===== src/rtl/viterbi_traceback.sv =====
// Survivor-path traceback for the Viterbi decoder.
// The block buffers TB_DEPTH decision vectors, traces back from the supplied
// best-metric state, and then streams out the decoded bits oldest-first.
// Trellis: next = {u, s[ST_W-1:1]}, predecessor(s) = {s[ST_W-2:0], d}.
// Optional feature: define VTB_LAST_EN to add o_last, which marks the final
// bit of each block.
//
//   state | meaning
//   ------+-----------------------------------------------------------
//   FILL  | accepting decision vectors into mem[0..TB_DEPTH-1]
//   TRACE | walking back one step per cycle, filling the bit buffer
//   EMIT  | presenting bitbuf[cnt] on the output stream
module viterbi_traceback #(
    parameter int ST_W     = 3,
    parameter int TB_DEPTH = 16,
    parameter int CNT_W    = 4
) (
    input  logic                   clk,
    input  logic                   rst,
    input  logic                   i_dec_vld,
    input  logic [(1<<ST_W)-1:0]   i_dec,
    input  logic [ST_W-1:0]        i_start_st,
    output logic                   o_dec_rdy,
    output logic                   o_bit_vld,
    output logic                   o_bit,
    input  logic                   i_bit_rdy
`ifdef VTB_LAST_EN
    ,
    output logic                   o_last
`endif
);
    localparam int N_ST = 1 << ST_W;
    localparam logic [CNT_W-1:0] CNT_LAST = CNT_W'(TB_DEPTH - 1);
    localparam logic [CNT_W-1:0] CNT_ZERO = '0;

    typedef enum logic [1:0] {FILL, TRACE, EMIT} state_t;

    state_t               state_q, state_d;
    logic [CNT_W-1:0]     cnt_q, cnt_d;
    logic [ST_W-1:0]      cur_q, cur_d;
    logic                 bit_q, bit_d;
    logic                 bit_vld_q, bit_vld_d;
    logic [N_ST-1:0]      mem_q [TB_DEPTH];
    logic [TB_DEPTH-1:0]  bitbuf_q;
    logic [N_ST-1:0]      mem_rd;
    logic                 dec_acc;
    logic                 bit_xfer;

    assign o_dec_rdy = (state_q == FILL) && !rst;
    assign dec_acc   = i_dec_vld && o_dec_rdy;
    assign bit_xfer  = bit_vld_q && i_bit_rdy;
    assign mem_rd    = mem_q[cnt_q];
    assign o_bit_vld = bit_vld_q;
    assign o_bit     = bit_q;

    // Next-state, counter, traceback state and output-bit selection
    always_comb begin
        state_d   = state_q;
        cnt_d     = cnt_q;
        cur_d     = cur_q;
        bit_d     = bit_q;
        bit_vld_d = bit_vld_q;
        case (state_q)
            FILL: begin
                if (dec_acc) begin
                    if (cnt_q == CNT_LAST) begin
                        cur_d   = i_start_st;
                        cnt_d   = CNT_LAST;
                        state_d = TRACE;
                    end else begin
                        cnt_d = cnt_q + 1'b1;
                    end
                end
            end
            TRACE: begin
                cur_d = {cur_q[ST_W-2:0], mem_rd[cur_q]};
                if (cnt_q == CNT_ZERO) begin
                    // bitbuf[0] is written on this same edge, so forward it
                    bit_d     = cur_q[ST_W-1];
                    bit_vld_d = 1'b1;
                    cnt_d     = CNT_ZERO;
                    state_d   = EMIT;
                end else begin
                    cnt_d = cnt_q - 1'b1;
                end
            end
            EMIT: begin
                if (bit_xfer) begin
                    if (cnt_q == CNT_LAST) begin
                        bit_d     = 1'b0;
                        bit_vld_d = 1'b0;
                        cnt_d     = CNT_ZERO;
                        state_d   = FILL;
                    end else begin
                        cnt_d = cnt_q + 1'b1;
                        bit_d = bitbuf_q[cnt_d];
                    end
                end
            end
            default: state_d = FILL;
        endcase
    end

    // Control registers with synchronous reset
    always_ff @(posedge clk) begin
        if (rst) begin
            state_q   <= FILL;
            cnt_q     <= CNT_ZERO;
            cur_q     <= '0;
            bit_q     <= 1'b0;
            bit_vld_q <= 1'b0;
        end else begin
            state_q   <= state_d;
            cnt_q     <= cnt_d;
            cur_q     <= cur_d;
            bit_q     <= bit_d;
            bit_vld_q <= bit_vld_d;
        end
    end

    // Decision array and decoded-bit buffer; contents survive reset
    always_ff @(posedge clk) begin
        if (dec_acc) begin
            mem_q[cnt_q] <= i_dec;
        end
        if (state_q == TRACE) begin
            bitbuf_q[cnt_q] <= cur_q[ST_W-1];
        end
    end

`ifdef VTB_LAST_EN
    logic last_q, last_d;

    assign last_d = bit_vld_d && (cnt_d == CNT_LAST);
    assign o_last = last_q;

    // End-of-block marker tracks o_bit, so it holds under backpressure too
    always_ff @(posedge clk) begin
        if (rst) begin
            last_q <= 1'b0;
        end else begin
            last_q <= last_d;
        end
    end
`endif

endmodule


===== config.mk =====
export PLATFORM = sky130hd
export DESIGN_NAME = viterbi_traceback
export DESIGN_NICKNAME = d
export VERILOG_FILES = /design/src/rtl/viterbi_traceback.sv
export SDC_FILE = /design/constraint.sdc
export NUM_CORES = 1
export LEC_CHECK = 0
export CAP_MARGIN = 20
export CELL_PAD_IN_SITES_DETAIL_PLACEMENT = 2
export CELL_PAD_IN_SITES_GLOBAL_PLACEMENT = 2
export CORE_MARGIN = 1.5
export CORE_UTILIZATION = 35
export DETAILED_ROUTE_END_ITERATION = 8
export PLACE_DENSITY_LB_ADDON = 0.25
export SLEW_MARGIN = 20
export SYNTH_ARGS = -nofsm -noshare
export SYNTH_HDL_FRONTEND = slang
export SYNTH_SLANG_ARGS = --single-unit

===== constraint.sdc =====
create_clock -name clk -period 2.4 [get_ports clk]
set_input_delay 0.24 -clock clk [delete_from_list [all_inputs] [get_ports clk]]
set_output_delay 0.24 -clock clk [all_outputs]
set_load 0.05 [all_outputs]

### Yosys cells after proc, flatten, opt, wreduce, memory -nomap -nowiden

Memories as Yosys holds them, arrays and structs flattened. A register that Yosys moved wholly into a read port is not among the register bits.
Index checks and enable logic that the tools add are counted.

* memories: 1
* output and inout bits: 3
* register bits after elaboration: 27
* bits in writable memories: 128
* bits of input ports: 15

* reduce and logical (&&, ||, !) cells: 15
* add/sub/neg operators: 2
* eq/ne operators: 8
* muxes and demuxes: 34
* order comparisons: 4

Memories
* mem_q: words 16, width 8, read ports 1, clocked after Yosys merged registers in 1, write ports 1, RTL line 43 `logic [N_ST-1:0] mem_q [TB_DEPTH];`

Operator list (count)
* 4-bit two-way mux: 7
* 16-bit bitwise mux: 1
* 4-bit one-hot mux with 3 select lines: 1
* 1-bit two-way mux: 11
* 4-bit by 5-bit < comparator with 1-bit output (second input constant): 2
* 2-bit two-way mux: 5
* 3-bit AND reduction: 3
* 2-bit != test (second input constant): 4
* 3-bit two-way mux: 2
* 2-bit one-hot mux with 3 select lines: 1
* 3-bit one-hot mux with 2 select lines: 1
* 5-bit AND reduction: 1
* 4-bit by 1-bit adder with 4-bit output (second input constant): 1
* 1-bit binary-select mux with 4-bit select: 1
* 1-bit demux with 4-bit select: 1
* 4-bit equality test (second input constant): 1
* 4-bit by 1-bit greater-or-equal comparator with 1-bit output (second input constant): 1
* 1-bit logical AND: 4
* 4-bit zero test: 1
* 3-bit by 4-bit < comparator with 1-bit output (second input constant): 1
* 1-bit one-hot mux with 2 select lines: 2
* 4-bit AND reduction: 1
* 2-bit nonzero test: 2
* 4-bit by 1-bit subtractor with 4-bit output (second input constant): 1
* other kinds (7): 7

### Logic depth before layout (Yosys ltp)

Gate-level depths: netlist of the first run.

* depth after elaboration: 7
* gate-level depth with buffers: 9
* depth with buffers taken out: 8

### Worst setup path after synthesis of the first run

No wires, ideal clock.

* path type: register to register
* start point: register state_q[0]
* end point: memory mem_q[4][0] in the netlist's numbering, enable pin
* required time: 2.017 ns
* slack: -0.385 ns
* buffers on the path: 1
* data arrival time: 2.402 ns
* clock period less this slack: 2.785 ns
* stages on the path, launching flop included: 7
* cells stage by stage: dfxtp_1 -> inv_1 -> ha_1 -> nor2b_1 -> nand2_1 -> clkbuf_1 -> nor3_1

* longest elaborated chain between the ends: 5

RTL lines
* from (decl): RTL line 38 `state_t state_q, state_d;`
* from (signal assigned): RTL line 113 `state_q <= state_d;`
* 2-bit zero test: RTL line 49 `assign o_dec_rdy = (state_q == FILL) && !rst;`
* 1-bit logical AND: RTL line 49
* net o_dec_rdy: RTL line 23 `output logic o_dec_rdy,`
* 1-bit logical AND: RTL line 50 `assign dec_acc = i_dec_vld && o_dec_rdy;`
* 1-bit two-way mux: RTL line 123 `if (dec_acc) begin`
* 1-bit two-way mux (not written as such): RTL line 124 `mem_q[cnt_q] <= i_dec;`
* to (decl): RTL line 43

The timed path passes the listed nets, and every way through them passes these cells.

==> summary.md, run 1 <==
| Metric | Value |
|---|---|
| Status | completed |
| Largest net degree at the start of global routing | 29 |
| Post-Syn Instances | around 370 |
| Worst min path class | in -> reg |
| Placed instance area | 7260 µm² |
| Max_cap viols | 0 |
| Pwr Density | 765 nW/µm² |
| H-tree depth | 4 |
| GRT Overall Usage | 18.5% |
| Layout Skew | around 0.0063 ns |
| Final hold slack | 0.493 ns |
| First-pass GRT wire length | approximately 26000 µm |
| IO Pins | 18 |
| Avg Cell Area, Syn | 17.8 µm² |
| Hold path cells | 3 |
| Synth cell types | 43 |
| Clk sink count | around 160 |
| Max rail drop VDD | 0.565 mV |
| Layout cells sized above 1 | 19.4% |
| Final global-route overflow total | 0 |
| YS warnings | 0 |
| Final cell count without fillers | 672 |
| Via count | about 3600 |
| Clk pin slew, worst setup/hold paths | roughly 0.070 ns |
| Initial antenna violation count | 0 |
| Post-Syn Nets | 397 |
| Final nets | around 450 |
| Final critical-path required period | between 2 and 2.5 ns |
| Dpl hpwl | 11400 µm |
| Initial Utilization | 35.6% |
| Mapped cell area | 6630 µm² |
| Chip Width | about 140 µm |
| Die ar. | 19800 µm² |
| Clock Root Buffer | clkbuf_16 |
| Final critical-path share of the clock period | 96.1% |
| Antenna diodes | 0 |
| WL final | 17100 µm |
| Finish-stage setup viols | 0 |
| Final core occ | 42.1% |
| Inserted Clock Buffers | 17 |
| Final hold viol count | 0 |
| P_leak | 2.56 nW |
| FP Rows | 50 |
| Synth area leader | edfxtp_1 |
| FF-to-FF path depth | 7 |
| Placed instance count | 640 |
| Synth-to-Final Area Change | 18.3% |
| CP Data Arrival Time | approximately 2.6 ns |
| Critical path class | reg -> reg |
| FMAX | 434 MHz |
| Top cells by area, synth | edfxtp_1 (65%), mux4_1 (11%), dfxtp_1 (4.5%) |
| Sequential fraction of the synthesis area | a little over two thirds |
| Core area | 18600 µm² |
| Critical Path Start Type | flip-flop |
| Reg2reg setup slack | roughly 0.095 ns |
| Synthesized flop and latch total | around 160 |
| Drt first-iter violations | 234 |
| Routed WL per cell | 25.4 µm |
| Max-slew headroom | 50.5% |
| Yosys top cell area share | 65.2% |
| Hold Buf Count CTS | 0 |
| CTS tree | built |
| Most common cell after layout, fill and taps aside | edfxtp_1 |
| Post-CTS Setup Bufs | 0 |
| Die height | 141 µm |
| DRC viols | 0 |
| Slew Viols, Final | 0 |
| Clk_lat worst skew | 0.43 ns |
| GPL Wtd Cong | 0.772 |
| Finished layout cell area | 7850 µm² |
| Final ANT Viol Nets | 0 |
| Clock Tree Buf Depth | 2 |
| Vias per cell | about 5.4 |
| CP Max Fanout | 28 |
| HP Start | i_start_st[1] |
| Via count of the first global-routing pass | around 4000 |
| Setup TNS | 0 ns |
| # port buffers | 17 |
| TritonRoute pass-1 iters | 4 |
| Commonest cells after routing, fill and taps aside | edfxtp_1 (144), nor2_1 (35), buf_4 (32) |
| Critical Path End Type | flip-flop |
| Worst Path Required | 2.72 ns |
| RSZ-0062 raised after global routing | no |
| Slew @ Worst Pin | 0.740 ns |
-- synth_stat cells, drive strengths merged --
cell type  number
edfxtp        144
mux4           37
nor2           35
o22ai          19
dfxtp          15
nand2          12
and2           11
o21ai          10
buf             9
ha              9
clkbuf          8
inv             7
a21oi           6
mux2i           6
nand3           6
nor3            6
a211oi          3
nand2b          3
nand3b          3
nor2b           3
or3b            3
nor4            2
or2             2
or3             2
a2111o          1
a221oi          1
a22oi           1
a311o           1
a311oi          1
a31oi           1
and3            1
nor3b           1
o221ai          1
or4             1
xnor2           1
xor2            1
-- per-layer routing --
layer | up-vias | wire length (µm) | global-route usage [%] | share of wire, %
met5 | - | 0 | 0 | 0
met4 | 0 | 204 | 5.98 | 1.2
met3 | 15 | 469 | 3.23 | 2.7
met2 | 58 | 8600 | 31.0 | 50
met1 | 1944 | 7790 | 24.6 | 46
li1 | 1625 | - | - | -
-- logic make-up after synthesis --
family | Yosys count | synth area share [%]
XOR/XNOR | 2 | 0.264
AND/OR/NAND/NOR | 91 | 6.81
multiplexers | 43 | 15.1
flip-flops | 159 | 69.7
adder cells (fa/ha/maj) | 9 | 1.70
AO/OA/AOI/OAI | 45 | 4.26
buffers and inverters | 24 | 2.21
-- report_power, final --
| part | switching [W] | internal, W |
|---|---|---|
| Sequential | 0.0000110 | 0.00303 |
| Clock | 0.00120 | 0.00146 |
| Combinational | 0.000166 | 0.000136 |
| Total | 0.00137 | 0.00463 |
-- worst max-delay path, cell delays in order (launching register included) --
cell	delay (ns)
dfxtp_2	0.41
buf_12	0.25
mux4_1	0.61
o22ai_1	0.29
nor4_1	0.09
mux2i_1	0.17
nor2_1	0.07
a311o_1	0.31
-- cell type report --
class | count | area, µm²
Tap cell | 234 | 293
Multi-Input combinational cell | 190 | 1880
Fill cell | 1770 | 10800
Clock inverter | 15 | 154
Inverter | 7 | 26.3
Clock buffer | 17 | 425
Sequential cell | 159 | 4630
Timing Repair Buffer | 50 | 440
-- metrics by stage --
stage	total power [W]	setup WS, ns
after floorplan	0.00327	0.00791
after global placement	0.00339	0.0858
after detailed placement	0.00340	0.0610
after CTS	0.00606	0.0556
after global routing	0.00619	0.0209
final	0.00600	0.0947
-- worst paths after layout --
kind | to
worst max-delay path | cur_q[0]
worst min-delay path | cur_q[1]
worst max register to register | cur_q[0]
worst min register to register | o_bit
-- sequential cells by signal, summed over array words and instances (netlist names), named ones only --
name,flops
bitbuf_q,16
cnt_q,4
cur_q,3
mem_q,128
o_bit,1
o_bit_vld,1
state_q,2
-- repair_timing --
item,CTS,global route
gates resized for setup,0,2
endpoints found under the hold margin,0,0
endpoints found under the setup margin,0,1
Power figures use the tool's default switching activity.
==> inputs of run 2 (changes only) <==
Settings changed: CORE_MARGIN 1.5 to 2.
==> summary.md, run 2 (same netlist as run 1, synthesis figures left out) <==
| Metric | Value |
|---|---|
| Status | completed |
| Reg2reg setup slack | roughly 0.13 ns |
| GPL Wtd Cong | 0.748 |
| FF-to-FF path depth | 6 |
| Largest net degree at the start of global routing | 33 |
| Slew Viols, Final | 0 |
| Critical Path End Type | flip-flop |
| Clk pin slew, worst setup/hold paths | around 0.060 ns |
| FMAX | around 440 MHz |
| Critical Path Start Type | flip-flop |
| Final hold slack | between 0.4 and 0.5 ns |
| Inserted Clock Buffers | 17 |
| WL final | 17000 µm |
| Largest registers | mem_q (128), bitbuf_q (16), cnt_q (4) |
| HP Start | i_start_st[1] |
| Final hold viol count | 0 |
| Finish-stage setup viols | 0 |
| Clk sink count | 159 |
| Max-slew headroom | roughly 52% |
| Synth-to-Final Area Change | 17.7% |
| Initial antenna violation count | 0 |
| Max_cap viols | 0 |
| Chip Width | 142 µm |
| Worst path bufs/invs | 1 |
| Die ar. | approximately 20000 µm² |
| Fillers | 1755 |
| DRC viols | 0 |
| Final global-route overflow total | 0 |
| Layout cells sized above 1 | between 15 and 20% |
| P_leak | approximately 2.5 nW |
| Layout Skew | 0.00743 ns |
| Reg2reg end | cur_q[0] |
| Max rail drop VDD | approximately 0.53 mV |
| Vias per cell | 5.41 |
| H-tree depth | 4 |
| Drt first-iter violations | 271 |
| Worst Path Required | 2.72 ns |
| GRT Overall Usage | 18.1% |
| CP Data Arrival Time | about 2.6 ns |
| Worst min path class | in -> reg |
| Most common cell after layout, fill and taps aside | edfxtp_1 |
| Pwr Total | between 0.005 and 0.006 W |
| Initial Utilization | 35.6% |
| Final nets | 447 |
| Dpl hpwl | 11400 µm |
| Critical path class | reg -> reg |
| Worst path max stage delay | 0.60 ns |
| Hold path cells | 3 |
| # port buffers | 17 |
| Routed WL per cell | 25.4 µm |
| Critical-path cell list | buf_12 > mux4_1 > o22ai_1 > or4_1 > o21ai_1 > a311o_1 |
| Pwr Density | 752 nW/µm² |
| Top delay family on crit path | compound AO/OA/AOI/OAI gates |
| TritonRoute pass-1 iters | 4 |
| Setup TNS | 0 ns |
| Via count of the first global-routing pass | 4075 |
| First-pass GRT wire length | 25900 µm |
| Clock Root Buffer | clkbuf_16 |
| Final critical-path required period | 2.27 ns |
| Clk_lat worst skew | 0.43 ns |
| RSZ-0062 raised after global routing | no |
| CP max-delay cell | mux4_1 |
| CP Max Fanout | 18 |
| Largest register FFs | 128 |
| CTS tree | built |
| IO Pins | 18 |
| FP Rows | 50 |
| Core area | 18600 µm² |
| Slew @ Worst Pin | 0.718 ns |
| Final ANT Viol Nets | 0 |
| Largest Register | mem_q |
| Final critical-path share of the clock period | 94.5% |
| Hold Path End | cur_q[1] |
| Die height | 142 µm |
| Post-CTS Setup Bufs | 0 |
| Antenna diodes | 0 |
| Via count | 3621 |
| Clock Tree Buf Depth | 2 |
| Commonest cells after routing, fill and taps aside | edfxtp_1 (144), nor2_1 (35), buf_4 (29) |
==> run 2: worst register-to-register path: stages (launching register included) <==
cell	delay, ns
dfxtp_2	0.38
buf_12	0.20
mux4_1	0.61
o22ai_1	0.35
or4_1	0.20
o21ai_1	0.07
a311o_1	0.35
==> run 2: cell type report <==
type / instances / area, µm² / share of cell area, %
clock buffer: 19 / 433 / 5.55
inverter: 7 / 26.3 / 0.337
sequential: 159 / 4630 / 59.3
tap: 234 / 293 / 3.75
clock inverter: 12 / 114 / 1.46
timing repair buffer: 48 / 438 / 5.61
multi-input combinational: 190 / 1880 / 24.0
==> run 2: power breakdown <==
group	switching, W	internal (W)	leakage, nW	total, W
registers	0.00000917	0.00303	1.41	0.00304
clock network	0.00110	0.00143	0.263	0.00253
logic	0.000167	0.000139	0.866	0.000306
==> run 2: how the worst max path moves through the flow <==
stage,from,to,depth (start not counted)
3_3_place_gp,flip-flop,cur_q[0],7
6_report,flip-flop,cur_q[0],6
4_1_cts,flip-flop,cur_q[0],7
3_5_place_dp,flip-flop,cur_q[0],7
2_1_floorplan,cnt_q[0],o_bit,7
5_1_grt,state_q[1],flip-flop,7
==> run 2: repair_timing <==
item / CTS / global route
gates resized for setup: 0 / 1
hold buffers: 0 / 0
setup endpoints to repair: 0 / 1
==> run 2: per-layer routing <==
layer	up-vias	track usage (%)	routed length (µm)
met5	-	0	0
li1	1614	-	-
met4	0	5.84	313
met2	55	30.6	8450
met3	22	3.51	378
met1	1930	23.8	7850
==> run 2: per-stage QoR <==
step	instances	setup WS (ns)	area [µm²]	util [%]
2_1_floorplan	373	0.00791	6640	-
3_3_place_gp	638	0.0896	7250	38.9
3_5_place_dp	638	0.0572	7250	38.9
4_1_cts	669	0.0194	7800	41.8
5_1_grt	669	0.00768	7810	41.9
6_report	669	0.131	7810	41.9
==> inputs of run 3 (changes only) <==
Settings changed: CORE_MARGIN 2 to 1.
==> summary.md, run 3 (same netlist as run 1, synthesis figures left out) <==
| Metric | Value |
|---|---|
| Status | completed |
| Via count | around 3600 |
| Largest Register | mem_q |
| Hold Path End | cur_q[2] |
| First-pass GRT wire length | 26700 µm |
| Die ar. | ~20000 µm² |
| Initial antenna violation count | 0 |
| Finish-stage setup viols | 0 |
| Final critical-path share of the clock period | 95.6% |
| HP Start | i_start_st[2] |
| GRT Overall Usage | around 19% |
| Commonest cells after routing, fill and taps aside | edfxtp_1 (144), nor2_1 (35), buf_4 (29) |
| Clock Root Buffer | clkbuf_16 |
| Final nets | about 450 |
| Critical path class | reg -> reg |
| Clock Tree Buf Depth | 2 |
| CP max-delay cell | mux4_1 |
| Drt first-iter violations | 201 |
| Setup TNS | 0 ns |
| Routed WL per cell | about 26 µm |
| Max_cap viols | 0 |
| # port buffers | 17 |
| Reg2reg setup slack | about 0.10 ns |
| Critical-path cell list | buf_12 > mux4_1 > o22ai_1 > nor4_1 > mux2i_1 > nor2_1 > a311o_1 |
| DRC viols | 0 |
| Die height | 140 µm |
| Vias per cell | between 5 and 6 |
| Dpl hpwl | 11300 µm |
| Reg2reg end | cur_q[0] |
| Final critical-path required period | 2.30 ns |
| Clk_lat worst skew | 0.43 ns |
| Worst path max stage delay | approximately 0.62 ns |
| Largest net degree at the start of global routing | 33 |
| CP Data Arrival Time | 2.60 ns |
| Clk pin slew, worst setup/hold paths | 0.06 ns |
| CTS tree | built |
| CP Depth | 7 |
| Chip Width | approximately 140 µm |
| FF-to-FF path depth | 7 |
| Clk sink count | 159 |
| Final hold viol count | 0 |
| Final global-route overflow total | 0 |
| Core area | 18300 µm² |
| FP Rows | just under 50 |
| P_leak | 2.55 nW |
| Most common cell after layout, fill and taps aside | edfxtp_1 |
| Critical Path Start Type | flip-flop |
| Max rail drop VDD | 0.427 mV |
| Synth-to-Final Area Change | 17.9% |
| Largest register FFs | about 130 |
| Critical Path End Type | flip-flop |
| Final core occ | 42.8% |
| WL final | 17100 µm |
| Max-slew headroom | 52.9% |
| FMAX | about 440 MHz |
| IO Pins | 18 |
| Hold path cells | 3 |
| Via count of the first global-routing pass | approximately 4200 |
| Slew Viols, Final | 0 |
| Post-CTS Setup Bufs | 0 |
| Worst min path class | in -> reg |
| RSZ-0062 raised after global routing | no |
| Top delay family on crit path | multiplexers |
| Initial Utilization | 36.3% |
| Pwr Density | slightly below 800 nW/µm² |
| Largest registers | mem_q (128), bitbuf_q (16), cnt_q (4) |
| GPL Wtd Cong | 0.779 |
| TritonRoute pass-1 iters | 4 |
| Inserted Clock Buffers | 17 |
| CP Max Fanout | 30 |
| Layout Skew | between 0.008 and 0.009 ns |
| Pwr Total | about 0.0060 W |
| Worst Path Required | 2.71 ns |
| Layout cells sized above 1 | 17.9% |
| Final ANT Viol Nets | 0 |
| Worst path bufs/invs | 1 |
| Slew @ Worst Pin | 0.705 ns |
| Antenna diodes | 0 |
| H-tree depth | 4 |
-- run 3: layout make-up --
cell class,instances,area [µm²]
well taps,229,287
multi-input cells,190,1880
repair buffers,47,418
clock inverters,13,153
clock buffers,19,433
fillers,1714,10500
flip-flops and latches,159,4630
inverters,7,26.3
-- run 3: power breakdown --
group	switching, W	internal, W
clock network	0.00113	0.00155
logic	0.000160	0.000135
registers	0.00000780	0.00303
total	0.00130	0.00472
-- run 3: routing by layer --
layer,vias up,global-route usage (%),part of all wire (%),routed length [µm]
met5,-,0,0,0
met4,0,6.19,1.1,189
met3,14,4.58,3.7,633
met2,67,32.1,50,8500
met1,1933,25.0,45,7730
li1,1617,-,-,-
-- run 3: what timing repair did --
action / CTS / global route
endpoints found under the setup margin: 0 / 1
gates resized for setup: 0 / 1
hold buffers: 0 / 0
endpoints found under the hold margin: 0 / 0
-- run 3: how the worst max path moves through the flow --
stage	slack, ns	to	start
5_1_grt	0.03	cur_q[0]	flip-flop
4_1_cts	0.1	cur_q[0]	flip-flop
3_3_place_gp	0.18	cur_q[0]	flip-flop
3_5_place_dp	0.10	cur_q[0]	flip-flop
6_report	0.10	cur_q[0]	flip-flop
2_1_floorplan	0.008	o_bit	cnt_q[0]
-- run 3: per-stage QoR --
stage / instances / hold WS (ns) / cell area, µm² / worst slack (ns)
after floorplan: 373 / 0.339 / 6640 / 0.00791
after global placement: 632 / 0.501 / 7230 / 0.184
after detailed placement: 632 / 0.527 / 7230 / 0.104
after CTS: 664 / 0.506 / 7810 / 0.0995
after global routing: 664 / 0.526 / 7820 / 0.0277
final: 664 / 0.514 / 7820 / 0.105
-- run 3: worst register-to-register path, stage by stage (launching register included) --
cell and delay (ns):
dfxtp_2 0.38, buf_12 0.26, mux4_1 0.65, o22ai_1 0.28
nor4_1 0.10, mux2i_1 0.13, nor2_1 0.06, a311o_1 0.32
